[src/rtl/oled_pkg.sv]
// rtl/oled_pkg.sv - shared panel geometry, SSD1331 command bytes, colours and streamer state type
// Optional power-up command list is compiled in with OLED_STREAMER_INIT_EN.
package oled_pkg;

  localparam int OLED_WIDTH  = 96;
  localparam int OLED_HEIGHT = 64;

  localparam int WINDOW_BYTES = 6;
  localparam int INIT_BYTES   = 8;

  localparam logic [7:0] CMD_SET_COLUMN   = 8'h15;
  localparam logic [7:0] CMD_SET_ROW      = 8'h75;
  localparam logic [7:0] CMD_DISPLAY_OFF  = 8'hAE;
  localparam logic [7:0] CMD_REMAP        = 8'hA0;
  localparam logic [7:0] CMD_REMAP_ARG    = 8'h72;
  localparam logic [7:0] CMD_START_LINE   = 8'hA1;
  localparam logic [7:0] CMD_DISP_OFFSET  = 8'hA2;
  localparam logic [7:0] CMD_DISPLAY_ON   = 8'hAF;

  localparam logic [15:0] RGB_BLACK  = 16'h0000;
  localparam logic [15:0] RGB_WHITE  = 16'hFFFF;
  localparam logic [15:0] RGB_RED    = 16'hF800;
  localparam logic [15:0] RGB_GREEN  = 16'h07E0;
  localparam logic [15:0] RGB_BLUE   = 16'h001F;
  localparam logic [15:0] RGB_YELLOW = 16'hFFE0;

  typedef enum logic [2:0] {
    ST_IDLE,
    ST_INIT,
    ST_WINDOW,
    ST_PIXEL,
    ST_GAP
  } stream_state_t;

`ifdef OLED_STREAMER_INIT_EN
  function automatic logic [7:0] init_cmd(input logic [2:0] idx);
    case (idx)
      3'd0:    return CMD_DISPLAY_OFF;
      3'd1:    return CMD_REMAP;
      3'd2:    return CMD_REMAP_ARG;
      3'd3:    return CMD_START_LINE;
      3'd4:    return 8'h00;
      3'd5:    return CMD_DISP_OFFSET;
      3'd6:    return 8'h00;
      default: return CMD_DISPLAY_ON;
    endcase
  endfunction
`endif

endpackage

[src/rtl/oled_spi_byte_tx.sv]
// rtl/oled_spi_byte_tx.sv - MSB-first SPI byte shifter, sclk idles high, data changes on falling edge
module oled_spi_byte_tx #(
  parameter int CLK_DIV = 2
) (
  input  logic       clk,
  input  logic       reset,
  input  logic       start,
  input  logic [7:0] byte_in,
  input  logic       dc_in,
  output logic       sclk,
  output logic       sdin,
  output logic       d_cn,
  output logic       done
);

  logic       active;
  logic [7:0] div_cnt;
  logic [2:0] bit_cnt;
  logic [6:0] shreg;
  logic       half_end;

  assign half_end = active && (div_cnt == 8'(CLK_DIV - 1));
  // Combinational so a new start in this cycle lands on the very edge the byte ends.
  assign done     = half_end && sclk && (bit_cnt == 3'd7);

  always_ff @(posedge clk) begin
    if (reset) begin
      active  <= 1'b0;
      div_cnt <= 8'd0;
      bit_cnt <= 3'd0;
      shreg   <= 7'd0;
      sclk    <= 1'b1;
      sdin    <= 1'b0;
      d_cn    <= 1'b0;
    end else if (start) begin
      active  <= 1'b1;
      div_cnt <= 8'd0;
      bit_cnt <= 3'd0;
      shreg   <= byte_in[6:0];
      sclk    <= 1'b0;
      sdin    <= byte_in[7];
      d_cn    <= dc_in;
    end else if (done) begin
      active  <= 1'b0;
      div_cnt <= 8'd0;
      sdin    <= 1'b0;
      d_cn    <= 1'b0;
    end else if (half_end) begin
      div_cnt <= 8'd0;
      if (!sclk) begin
        sclk <= 1'b1;
      end else begin
        sclk    <= 1'b0;
        sdin    <= shreg[6];
        shreg   <= {shreg[5:0], 1'b0};
        bit_cnt <= bit_cnt + 3'd1;
      end
    end else if (active) begin
      div_cnt <= div_cnt + 8'd1;
    end
  end

endmodule

[src/rtl/oled_pixel_streamer.sv]
// rtl/oled_pixel_streamer.sv - row-major pixel scan and SPI stream to the SSD1331; OLED_STREAMER_INIT_EN adds a one-shot init list
module oled_pixel_streamer
  import oled_pkg::*;
#(
  parameter int CLK_DIV = 2,
  parameter int WIDTH   = OLED_WIDTH,
  parameter int HEIGHT  = OLED_HEIGHT
) (
  input  logic        clk,
  input  logic        reset,
  input  logic        enable,
  input  logic [15:0] oled_data,
  output logic [6:0]  x,
  output logic [5:0]  y,
  output logic        frame_begin,
  output logic        busy,
  output logic        cs,
  output logic        sclk,
  output logic        sdin,
  output logic        d_cn
);

  stream_state_t state, state_nxt;
  logic       cs_nxt;
  logic [2:0] idx, idx_nxt;
  logic [7:0] pix_lo;
  logic       lo_pending;
  logic [8:0] gap_cnt;
  logic       latch;
  logic       tx_start, tx_dc, tx_done;
  logic [7:0] tx_byte;
`ifdef OLED_STREAMER_INIT_EN
  logic       init_done;
`endif

  function automatic logic [7:0] window_cmd(input logic [2:0] i);
    case (i)
      3'd0:    return CMD_SET_COLUMN;
      3'd1:    return 8'h00;
      3'd2:    return 8'(WIDTH - 1);
      3'd3:    return CMD_SET_ROW;
      3'd4:    return 8'h00;
      default: return 8'(HEIGHT - 1);
    endcase
  endfunction

  oled_spi_byte_tx #(.CLK_DIV(CLK_DIV)) u_tx (
    .clk     (clk),
    .reset   (reset),
    .start   (tx_start),
    .byte_in (tx_byte),
    .dc_in   (tx_dc),
    .sclk    (sclk),
    .sdin    (sdin),
    .d_cn    (d_cn),
    .done    (tx_done)
  );

  assign busy        = (state != ST_IDLE);
  assign frame_begin = latch && (x == 7'd0) && (y == 6'd0);

  always_comb begin
    state_nxt = state;
    cs_nxt    = cs;
    idx_nxt   = idx;
    tx_start  = 1'b0;
    tx_byte   = 8'h00;
    tx_dc     = 1'b0;
    latch     = 1'b0;
    case (state)
      ST_IDLE: if (enable) begin
        tx_start  = 1'b1;
        cs_nxt    = 1'b0;
        idx_nxt   = 3'd0;
        state_nxt = ST_WINDOW;
        tx_byte   = window_cmd(3'd0);
`ifdef OLED_STREAMER_INIT_EN
        if (!init_done) begin
          state_nxt = ST_INIT;
          tx_byte   = init_cmd(3'd0);
        end
`endif
      end
`ifdef OLED_STREAMER_INIT_EN
      ST_INIT: if (tx_done) begin
        tx_start = 1'b1;
        if (idx == 3'(INIT_BYTES - 1)) begin
          state_nxt = ST_WINDOW;
          idx_nxt   = 3'd0;
          tx_byte   = window_cmd(3'd0);
        end else begin
          idx_nxt = idx + 3'd1;
          tx_byte = init_cmd(idx + 3'd1);
        end
      end
`endif
      ST_WINDOW: if (tx_done) begin
        tx_start = 1'b1;
        if (idx == 3'(WINDOW_BYTES - 1)) begin
          state_nxt = ST_PIXEL;
          latch     = 1'b1;
          tx_byte   = oled_data[15:8];
          tx_dc     = 1'b1;
        end else begin
          idx_nxt = idx + 3'd1;
          tx_byte = window_cmd(idx + 3'd1);
        end
      end
      ST_PIXEL: if (tx_done) begin
        if (lo_pending) begin
          tx_start = 1'b1;
          tx_byte  = pix_lo;
          tx_dc    = 1'b1;
        end else if (x == 7'd0 && y == 6'd0) begin
          // Counters have wrapped: the final pixel just finished shifting.
          state_nxt = ST_GAP;
          cs_nxt    = 1'b1;
        end else begin
          tx_start = 1'b1;
          latch    = 1'b1;
          tx_byte  = oled_data[15:8];
          tx_dc    = 1'b1;
        end
      end
      ST_GAP: if (gap_cnt == 9'(2 * CLK_DIV - 1)) begin
        if (enable) begin
          state_nxt = ST_WINDOW;
          cs_nxt    = 1'b0;
          idx_nxt   = 3'd0;
          tx_start  = 1'b1;
          tx_byte   = window_cmd(3'd0);
        end else begin
          state_nxt = ST_IDLE;
        end
      end
      default: state_nxt = ST_IDLE;
    endcase
  end

  always_ff @(posedge clk) begin
    if (reset) begin
      state      <= ST_IDLE;
      cs         <= 1'b1;
      idx        <= 3'd0;
      x          <= 7'd0;
      y          <= 6'd0;
      pix_lo     <= 8'h00;
      lo_pending <= 1'b0;
      gap_cnt    <= 9'd0;
`ifdef OLED_STREAMER_INIT_EN
      init_done  <= 1'b0;
`endif
    end else begin
      state   <= state_nxt;
      cs      <= cs_nxt;
      idx     <= idx_nxt;
      gap_cnt <= (state == ST_GAP) ? gap_cnt + 9'd1 : 9'd0;
      if (latch) begin
        lo_pending <= 1'b1;
        pix_lo     <= oled_data[7:0];
        if (x == 7'(WIDTH - 1)) begin
          x <= 7'd0;
          y <= (y == 6'(HEIGHT - 1)) ? 6'd0 : y + 6'd1;
        end else begin
          x <= x + 7'd1;
        end
      end else if (tx_start) begin
        lo_pending <= 1'b0;
      end
`ifdef OLED_STREAMER_INIT_EN
      if (state == ST_INIT && state_nxt == ST_WINDOW) init_done <= 1'b1;
`endif
    end
  end

endmodule

[config.mk]
export PLATFORM = sky130hd
export DESIGN_NAME = oled_pixel_streamer
export DESIGN_NICKNAME = d
export VERILOG_FILES = /design/src/rtl/oled_pkg.sv /design/src/rtl/oled_spi_byte_tx.sv /design/src/rtl/oled_pixel_streamer.sv
export SDC_FILE = /design/constraint.sdc
export NUM_CORES = 1
export LEC_CHECK = 0
export ABC_AREA = 1
export BUFFER_PORTS_ARGS = -buffer_cell sky130_fd_sc_hd__buf_4
export CAP_MARGIN = 20
export CELL_PAD_IN_SITES_DETAIL_PLACEMENT = 1
export CELL_PAD_IN_SITES_GLOBAL_PLACEMENT = 1
export CORE_MARGIN = 10
export CORE_UTILIZATION = 40
export DETAILED_ROUTE_END_ITERATION = 10
export PLACE_DENSITY_LB_ADDON = 0.1
export SLEW_MARGIN = 20
export SYNTH_ARGS = -nofsm -noshare
export SYNTH_HDL_FRONTEND = slang
export SYNTH_HIERARCHICAL = 1
export SYNTH_SLANG_ARGS = --single-unit
[constraint.sdc]
create_clock -name clk -period 5.64 [get_ports clk]
set_input_delay 0.282 -clock clk [delete_from_list [all_inputs] [get_ports clk]]
set_output_delay 0.282 -clock clk [all_outputs]
set_load 0.02 [all_outputs]
==> results_dict.tcl <==
set metrics [dict create \
    status "completed" \
    final_core_util_pct 47.6 \
    finalMaxSlewViolations 0 \
    multiInputGateArea_um2 1890 \
    synth_common_cells "nand2_1 (109), nor2_1 (69), dfxtp_1 (60), inv_1 (52), nand3_1 (36)" \
    ctsLongestPathBuffers 2 \
    syn-instance-count 490 \
    p_comb_share_pct 9.7 \
    startpoint_type "flop" \
    power_uw 936 \
    vdd_drop_max_uv 118 \
    synth_cell_types 41 \
    grt_usage_pct 15.1 \
    leakagePower_nw 1.71 \
    power.switching_uw 231 \
    intPower_uw 705 \
    finalHoldViolations 0 \
    cts_hold_buf 0 \
    cts_made_buffers 9 \
    via_count 3205 \
    wl_per_cell_um 14.2 \
    async_flop_share_pct 0 \
    seqPwrFrac_pct 47.3 \
    tightest_slew_ns 0.494 \
    ys_ff_latch 60 \
    layout-drive-gt1-share_pct 16.8 \
    area_delta_synth_final_pct 15.1 \
    portBuffers 37 \
    holdCritPathClass "in -> reg" \
    crit_path_max_fanout 15 \
    synth_top_flop_cell "dfxtp_1" \
    netlist_top_cells_area "dfxtp_1 (35%), nand2_1 (12%), nor2_1 (7.6%), inv_1 (5.7%), nand3_1 (5.3%)" \
    p_per_area_nw_per_um2 238 \
    tritoncts "yes" \
    final-setup-viol-count 0 \
    vias_per_cell 5.04 \
    die_area_um2 12600 \
    fin_crit_sh_pct 52.0 \
    final_antenna_net_count 0 \
    syn-cell-area_um2 3420 \
    timing.max_slew.rel_slack_pct 67.1 \
    antenna_found_initial 0 \
    fin_crit_ns 2.93 \
    antenna_cells 0 \
    dp_slack_ns 2.69 \
    synth_area_leader_cell "dfxtp_1" \
    syn_avg_cell_area_um2 6.97 \
    gp_congestion 0.845 \
    cts.repair.resized 0 \
    fillers 1106 \
    finClkSkew_ns 0.0113 \
    cp-endpoint "u_tx/shreg[3]" \
    crit_path_end_kind "flop" \
    fin_nets 560 \
    path_clk_slew_ns 0.07 \
    r2r-end "u_tx/shreg[3]" \
    syn-num-nets 523 \
    hold_start "oled_data[1]" \
    ys_seq_area_share_pct 35.2 \
    tns_ns 0 \
    firstDrtPassIters 4 \
    initialDrtViolationCount 93 \
    register_area_um2 1200 \
    grt_pass1_vias 3405 \
    clock_power_share_pct 43.0 \
    wirelength_mm 9.01 \
    die_h_um 112 \
    grt_first_pass_wirelength_mm 16.3 \
    initial_core_util_pct 41.4 \
    crit_type "reg -> reg" \
    fp.dieW_um 112 \
    post_cts_buffers 0 \
    startpoint "u_tx/div_cnt[0]" \
    setup_ws_ns 2.71 \
    numClockSinks 60 \
    cp.arrival_ns 3.15 \
    netlist.area_leader.share_pct 35.2 \
    fmax_mhz 341 \
    r2r_slack_ns 2.71 \
    dp_hpwl_mm 6.90 \
    synth_edf_count 0 \
    rows 33 \
    reg2regPathDepth 15 \
    crit_required_ns 5.86 \
    grt_max_degree 26 \
    core_um2 8260 \
    cap_violations 0 \
    rsz0062_at_grt "false" \
    io_pins 38 \
    reg2reg_from "u_tx/div_cnt[0]" \
    gr-total-overflow 0 \
    drc 0 \
    netSwitchingFraction_pct 24.7 \
    h-tree-depth 3 \
    clock_latency_ns 0.33 \
    synth_warnings 6 \
    cts-root-buf "clkbuf_8" \
    synth_most_common_cell "nand2_1" \
]
[sequential cells by signal, summed over array words and instances (netlist names), 3 cells and up]
name and count:
u_tx/shreg 7, pix_lo 8, state 3, u_tx/div_cnt 8, u_tx/bit_cnt 3, idx 3
y 6, x 7, gap_cnt 9
[power groups by stage]
stage | Sequential (mW) | Combinational, mW | Clock, mW
after floorplan | 0.452 | 0.0597 | 0
after global placement | 0.452 | 0.0891 | 0
after detailed placement | 0.453 | 0.0922 | 0
after CTS | 0.443 | 0.0929 | 0.418
after global routing | 0.444 | 0.103 | 0.438
final | 0.443 | 0.0913 | 0.402
[layout by cell type, fill, tap and decap left out, types with 4 or more instances in the layout]
cell type,count
nand4_1,10
xor2_1,5
a21oi_1,34
nor3_2,4
nand3_1,36
buf_4,37
o211ai_1,4
inv_2,6
nor2_2,7
nor3_1,8
nor2_1,69
ha_1,14
clkbuf_8,12
inv_1,52
nand2_2,6
o21ai_0,21
nand2_1,109
dfxtp_1,60
o21ai_1,8
[routing by layer]
layer	global-route usage [%]	vias to the layer above	wire [µm]
li1	-	1654	-
met5	0	-	0
met1	18.7	1490	4390
met2	25.0	51	4160
met3	4.10	10	359
met4	4.91	0	104
[area by class of cell]
class,instances,share of cell area (%)
well taps,105,3.34
inverters,61,5.95
clock inverters,1,0.763
flip-flops and latches,60,30.5
clock buffers,14,4.39
multi-input cells,358,48.0
repair buffers,37,7.06
[critical path, cell delays in order (launching register included)]
cell	delay, ns
dfxtp_1	0.41
ha_1	0.18
nand2_1	0.06
nor2_2	0.19
and2_4	0.21
nand3_1	0.12
inv_1	0.14
inv_1	0.08
nor2_4	0.16
inv_1	0.13
nand3_1	0.35
inv_1	0.35
nand2_2	0.25
nand2_1	0.07
nand2_1	0.07
nor2_2	0.03
[per-stage QoR]
stage	instance area [µm²]	instances	hold slack (ns)
floorplan	3420	490	0.351
global placement	3730	621	0.432
detailed placement	3730	621	0.452
CTS	3930	636	0.156
global route	3930	636	0.159
finish	3930	636	0.167
[logic make-up (layout without fill, tap and decap cells)]
| group | count (synthesis) | in the layout | synth area share, % |
|---|---|---|---|
| xor+xnor | 6 | 6 | 1.54 |
| buf+inv | 72 | 113 | 9.63 |
| compound gates | 72 | 72 | 11.3 |
| mux | 1 | 1 | 0.293 |
| simple gates | 265 | 265 | 37.0 |
| flops | 60 | 60 | 35.2 |
| fa+ha+maj | 14 | 14 | 5.13 |
[how the worst min path moves through the flow]
| stage | endpoint | slack (ns) | cells past startpoint |
|---|---|---|---|
| 2_1_floorplan | idx[1] | 0.35 | 1 |
| 3_3_place_gp | gap_cnt[0] | 0.43 | 1 |
| 3_5_place_dp | gap_cnt[0] | 0.45 | 1 |
| 4_1_cts | pix_lo[1] | 0.16 | 3 |
| 5_1_grt | pix_lo[6] | 0.16 | 3 |
| 6_report | pix_lo[1] | 0.17 | 3 |
Power figures use the tool's default switching activity.
